===== config.mk =====
export PLATFORM = sky130hd
export DESIGN_NAME = wbsrc_sel_pipe
export DESIGN_NICKNAME = d
export VERILOG_FILES = /design/src/rtl/wbsrc_sel_pipe.sv
export SDC_FILE = /design/constraint.sdc
export NUM_CORES = 1
export LEC_CHECK = 0
export BUFFER_PORTS_ARGS = -buffer_cell sky130_fd_sc_hd__buf_2
export CAP_MARGIN = 20
export CORE_ASPECT_RATIO = 1.5
export CORE_UTILIZATION = 51
export CTS_CLUSTER_SIZE = 10
export DETAILED_ROUTE_END_ITERATION = 6
export PLACE_DENSITY = 0.89
export SLEW_MARGIN = 20
export SYNTH_ARGS = -nofsm -noshare
export SYNTH_HDL_FRONTEND = slang
export SYNTH_SLANG_ARGS = --single-unit
export TNS_END_PERCENT = 5

===== constraint.sdc =====
create_clock -name clk -period 3.3 [get_ports clk]
set_input_delay 0 -clock clk [delete_from_list [all_inputs] [get_ports clk]]
set_output_delay 0 -clock clk [all_outputs]
set_load 0.03 [all_outputs]

===== src/rtl/wbsrc_sel_pipe.sv =====
// Registered writeback-source stage: selects ALU / load / PC+4 / SLT data,
// waits on a variable-latency load return and drives the register-file port.
module wbsrc_sel_pipe #(
  parameter int DATA_W      = 32,
  parameter int REG_AW      = 5,
  parameter int MEM_TIMEOUT = 16,
  localparam int LW         = $clog2(DATA_W/8)
) (
  input  logic              clk,
  input  logic              rst_n,
  input  logic              in_valid,
  output logic              in_ready,
  input  logic [1:0]        in_sel,
  input  logic              in_we,
  input  logic [REG_AW-1:0] in_rd,
  input  logic [DATA_W-1:0] in_aludata,
  input  logic [DATA_W-1:0] in_pcdata,
  input  logic              in_negative,
  input  logic [1:0]        in_lsize,
  input  logic              in_lunsigned,
  input  logic [LW-1:0]     in_addrlo,
  input  logic              mem_rvalid,
  input  logic [DATA_W-1:0] mem_rdata,
  output logic              wb_valid,
  output logic              wb_we,
  output logic [REG_AW-1:0] wb_rd,
  output logic [DATA_W-1:0] wb_data,
  output logic              err_timeout,
  output logic              dbg_state
);

  localparam int CW = $clog2(MEM_TIMEOUT);

  typedef enum logic {
    IDLE     = 1'b0,
    WAIT_MEM = 1'b1
  } state_t;

  state_t              state;
  logic [CW-1:0]       cnt;
  logic                cap_we;
  logic [REG_AW-1:0]   cap_rd;
  logic [1:0]          cap_lsize;
  logic                cap_unsigned;
  logic [LW-1:0]       cap_addrlo;
  logic [DATA_W-1:0]   direct_data;

  // Handshake: a request transfers on a rising edge where in_valid && in_ready;
  // in_ready is high only in IDLE, so at most one request is in flight.
  assign in_ready  = (state == IDLE);
  assign dbg_state = state;

  function automatic logic [DATA_W-1:0] load_extract(
    input logic [DATA_W-1:0] raw,
    input logic [1:0]        lsize,
    input logic              uns,
    input logic [LW-1:0]     addrlo
  );
    logic [1:0]        sz;
    logic [LW-1:0]     lane;
    logic [DATA_W-1:0] sh;
    logic [DATA_W-1:0] res;
    sz   = (lsize == 2'b11 && DATA_W == 32) ? 2'b10 : lsize;
    // Misaligned addresses are truncated down to the access alignment.
    lane = addrlo & ~((LW'(1) << sz) - LW'(1));
    sh   = raw >> {lane, 3'b000};
    case (sz)
      2'b00:   res = uns ? DATA_W'(sh[7:0])  : DATA_W'($signed(sh[7:0]));
      2'b01:   res = uns ? DATA_W'(sh[15:0]) : DATA_W'($signed(sh[15:0]));
      2'b10:   res = uns ? DATA_W'(sh[31:0]) : DATA_W'($signed(sh[31:0]));
      default: res = sh;
    endcase
    return res;
  endfunction

  always_comb begin
    direct_data = '0;
    case (in_sel)
      2'b00:   direct_data = in_aludata;
      2'b10:   direct_data = in_pcdata;
      2'b11:   direct_data = DATA_W'(in_negative);
      default: direct_data = '0;
    endcase
  end

  always_ff @(posedge clk or negedge rst_n) begin
    if (!rst_n) begin
      state        <= IDLE;
      cnt          <= '0;
      cap_we       <= 1'b0;
      cap_rd       <= '0;
      cap_lsize    <= 2'b00;
      cap_unsigned <= 1'b0;
      cap_addrlo   <= '0;
      wb_valid     <= 1'b0;
      wb_we        <= 1'b0;
      wb_rd        <= '0;
      wb_data      <= '0;
      err_timeout  <= 1'b0;
    end else begin
      wb_valid <= 1'b0;
      case (state)
        IDLE: begin
          if (in_valid) begin
            if (in_sel != 2'b01) begin
              wb_valid <= 1'b1;
              wb_we    <= in_we & (in_rd != '0);
              wb_rd    <= in_rd;
              wb_data  <= direct_data;
            end else if (mem_rvalid) begin
              wb_valid <= 1'b1;
              wb_we    <= in_we & (in_rd != '0);
              wb_rd    <= in_rd;
              wb_data  <= load_extract(mem_rdata, in_lsize, in_lunsigned, in_addrlo);
            end else begin
              cap_we       <= in_we;
              cap_rd       <= in_rd;
              cap_lsize    <= in_lsize;
              cap_unsigned <= in_lunsigned;
              cap_addrlo   <= in_addrlo;
              cnt          <= '0;
              state        <= WAIT_MEM;
            end
          end
        end
        WAIT_MEM: begin
          // Returning data takes priority over an expiring timeout.
          if (mem_rvalid) begin
            wb_valid <= 1'b1;
            wb_we    <= cap_we & (cap_rd != '0);
            wb_rd    <= cap_rd;
            wb_data  <= load_extract(mem_rdata, cap_lsize, cap_unsigned, cap_addrlo);
            state    <= IDLE;
          end else if (cnt == CW'(MEM_TIMEOUT - 1)) begin
            wb_valid    <= 1'b1;
            wb_we       <= 1'b0;
            wb_rd       <= cap_rd;
            wb_data     <= '0;
            err_timeout <= 1'b1;
            state       <= IDLE;
          end else begin
            cnt <= cnt + CW'(1);
          end
        end
        default: state <= IDLE;
      endcase
    end
  end

endmodule


==> run_results.csv <==
group,metric,value,unit
timing,finalSetupTns,0,ps
detailed_routing,vias_per_cell,6.427,
timing,post-route-period-util,88.45,%
grt,grt_antenna_before_repair,0,
clock_network,cts_setup_buffers,0,
floorplan,die_height,115.1,microns
layout,layout-drive-gt1-share,33.49,%
floorplan,core_area,8158,sq um
clock_network,clock_sinks,56,
place,dp_cells,733,
timing,fmax,0.3426,GHz
grt,use_met1,35.80,%
run_status,outcome,"finished clean",
yosys,synthesis.nets,615,
timing,fin_skew,6.217,ps
critical_path,crit_chain,"or2_2, ha_1, and2_1, buf_4, nand3_1, a311o_1, a21oi_2, a221o_1",
floorplan,io_pins,156,
yosys,synth_cell_types,48,
timing,slew_viol_final,0,
yosys,yosysWarnings,0,
layout,diodes,0,
critical_path,path_buf_inv,1,
detailed_routing,wl_per_cell,19.28,microns
yosys,synth_top_area_share,32.20,%
critical_path,reg2reg_slack,380,ps
floorplan,die_width,77.42,microns
clock_network,cts_max_level,2,
layout,multi_input_area,2781,sq um
detailed_routing,totalWireLength,14.46,mm
clock_network,clock_latency,310,ps
yosys,synth_area_leader_cell,"dfrtp_1",
detailed_routing,drc,0,
timing,worst_pin_slew,888.3,ps
critical_path,cpLargestDelayFamily,"compound AO/OA/AOI/OAI gates",
layout,seq_area,1401,sq um
floorplan,dieArea,8913,sq um
floorplan,initial_core_util,53.34,%
grt,grt_start_max_net_pins,43,
worst_hold_path,hp-class,"input pin to flip-flop",
critical_path,crit_type,"flip-flop to flip-flop",
layout,stdcell_count,750,
clock_network,root_buffer,"clkbuf_16",
timing,rsz0062_at_grt,"false",
yosys,synth_ff_type,"dfrtp_1",
timing,period_minus_slack,2919,ps
critical_path,cpMaxStageDelayCell,"a21oi_2",
timing,slew_headroom,40.15,%
pwr,ir_drop,0.0003739,V
yosys,synth_edf_count,0,
critical_path,cp-start-kind,"flip-flop",
yosys,syn-cell-area,4352,sq um
critical_path,worstPathMaxFanout,17,
layout,fill_cells,669,
detailed_routing,vias,4820,
critical_path,arrival,3160,ps
clock_network,cts_buffer_depth,2,
grt,grt_pass1_vias,4658,
detailed_routing,antenna_left,0,
critical_path,end_kind,"flip-flop",
place,hpwlAfterDp,10.93,mm
yosys,yosysSeqAreaShare,32.20,%
clock_network,ctsResizeCount,0,
clock_network,cts_buffers,5,
critical_path,required,3540,ps
pwr,p_per_area,457.2,nW/um^2
pwr,power.leakage,2.676,nW
grt,gr-usage-met2,57.11,%
clock_network,cts_tree,"built",
yosys,netlist_instances,498,
timing,finalSetupViolations,0,
layout,syn_to_final_growth,25.01,%
grt,grt_use_met3,6.508,%
floorplan,rows,40,
layout,layout.nets,761,
grt,grt_busiest_layer,"met2",
timing,hold_viol,0,
detailed_routing,dr.first_iter.drc_count,429,
yosys,avgSynthCellArea,8.738,sq um
clock_network,path_clk_slew,80,ps
detailed_routing,first_pass_iters,6,
grt,grt_usage,32.88,%
flow_run,cap_violations,0,
yosys,synth_area_leaders,"dfrtp_1 32%, mux2i_1 12%, mux2_2 6.7%, nand2_1 5.9%, a21oi_1 4.0%",
critical_path,critical-path-max-stage-delay,650,ps
grt,grt.overflow.total,0,
yosys,synthArstFlopShare,100.0,%
yosys,ys_seq_elements,56,
grt,grt_pass1_wl,22.45,mm
place,portBuffers,155,
place,place.gp.congestion,0.9584,
## routing by layer
metal	up-vias	wire, microns
li1	2160	-
met1	2286	5140
met2	304	7385
met5	-	0
met3	70	1038
met4	0	896
## stage by stage
stage	hold WS, ps	total power, mW	setup slack, ps	instance area (sq um)	util (%)
final	16.99	2.487	381.1	5440	66.69
after CTS	14.36	2.480	428.6	5440	66.69
after global routing	39.05	2.613	236.8	5440	66.69
after detailed placement	-28.54	1.917	440.7	5202	63.77
after floorplan	-295.6	1.578	648.4	4352	-
after global placement	-34.36	1.877	546.9	5202	63.77
## cell type report
cell class | instances | share of cell area [%]
Inverter | 4 | 0.2760
Sequential cell | 56 | 25.76
Multi-Input combinational cell | 400 | 51.13
Clock buffer | 5 | 2.300
Timing Repair Buffer | 177 | 17.71
Clock inverter | 3 | 0.4140
Tap cell | 105 | 2.415
## cells in the mapped netlist (2+ instances only)
master / number
mux2_2: 26
o21ai_0: 23
buf_2: 7
or4_1: 2
o22a_1: 8
and2_1: 10
a211oi_1: 8
a21oi_1: 35
buf_1: 6
a21oi_2: 2
nor3b_1: 2
clkbuf_1: 24
mux4_2: 4
nand2_1: 68
o22ai_1: 7
and3_1: 2
a221o_1: 8
a2111o_1: 15
nor2b_1: 4
mux2i_1: 54
inv_1: 4
a222oi_1: 6
nor3_1: 4
ha_1: 3
nand3_1: 28
a31oi_1: 17
nand2b_1: 13
dfrtp_1: 56
nor2_1: 29
o211ai_1: 3
or2_2: 3
## worst paths after layout
path,start,end,cells after the start
min reg2reg,wb_rd[1],wb_rd[1],2
min in group asynchronous,rst_n,wb_data[29],2
max,cap_lsize[1],wb_data[27],8
min,in_addrlo[0],cap_addrlo[0],2
max reg2reg,cap_lsize[1],wb_data[27],8
max in group asynchronous,rst_n,cap_addrlo[0],3
## registers in the layout (all words and copies together), names as in the netlist
| signal | cells |
|---|---|
| wb_rd | 5 |
| cnt | 4 |
| wb_we | 1 |
| cap_unsigned | 1 |
| err_timeout | 1 |
| cap_addrlo | 2 |
| wb_valid | 1 |
| dbg_state | 1 |
| cap_we | 1 |
| cap_rd | 5 |
| cap_lsize | 2 |
| wb_data | 32 |
## timing repair
| item | 4_1_cts | 5_1_grt |
|---|---|---|
| hold buffers | 9 | 0 |
| endpoints found under the setup margin | 0 | 0 |
| endpoints found under the hold margin | 27 | 0 |
## worst reg2reg max path: cells and delay by family (launching register included)
| kind | cells | cell delay [ps] |
|---|---|---|
| adders and majority gates | 1 | 300 |
| buffers and inverters | 1 | 220 |
| and+or+nand+nor | 3 | 600 |
| AOI/OAI and AO/OA | 3 | 1320 |
| DFF | 1 | 430 |
## cell families (layout without fill, tap and decap cells)
kind of cell,count (synthesis),after routing,share of synthesized area (%)
XOR/XNOR,1,1,0.2013
adder cells (fa/ha/maj),3,3,0.8627
AND/OR/NAND/NOR,171,171,18.63
AO/OA/AOI/OAI,141,141,22.89
flip-flops,56,56,32.20
buffers and inverters,42,189,3.996
multiplexers,84,84,21.22
## power breakdown
part           internal, mW  switching [mW]  total [mW]
combinational         0.398           0.644        1.04
clock                 0.285           0.272       0.558
sequential            0.805          0.0826       0.887
total                  1.49           0.999        2.49
## cells in the final DEF, fill, tap and decap left out, types with 4 or more instances in the layout
| master | n |
|---|---|
| and2_1 | 10 |
| buf_2 | 155 |
| nand2_1 | 68 |
| mux2i_1 | 54 |
| o22ai_1 | 7 |
| o22a_1 | 8 |
| nor2_1 | 29 |
| mux4_2 | 4 |
| nor2b_1 | 4 |
| mux2_2 | 26 |
| a211oi_1 | 8 |
| nand3_1 | 28 |
| a31oi_1 | 17 |
| nand2b_1 | 13 |
| inv_1 | 4 |
| a221o_1 | 8 |
| nor3_1 | 4 |
| a21oi_1 | 35 |
| dfrtp_1 | 56 |
| clkbuf_16 | 5 |
| o21ai_0 | 23 |
| a222oi_1 | 6 |
| dlygate4sd3_1 | 9 |
| a2111o_1 | 15 |
| buf_4 | 13 |
Power figures use the tool's default switching activity.
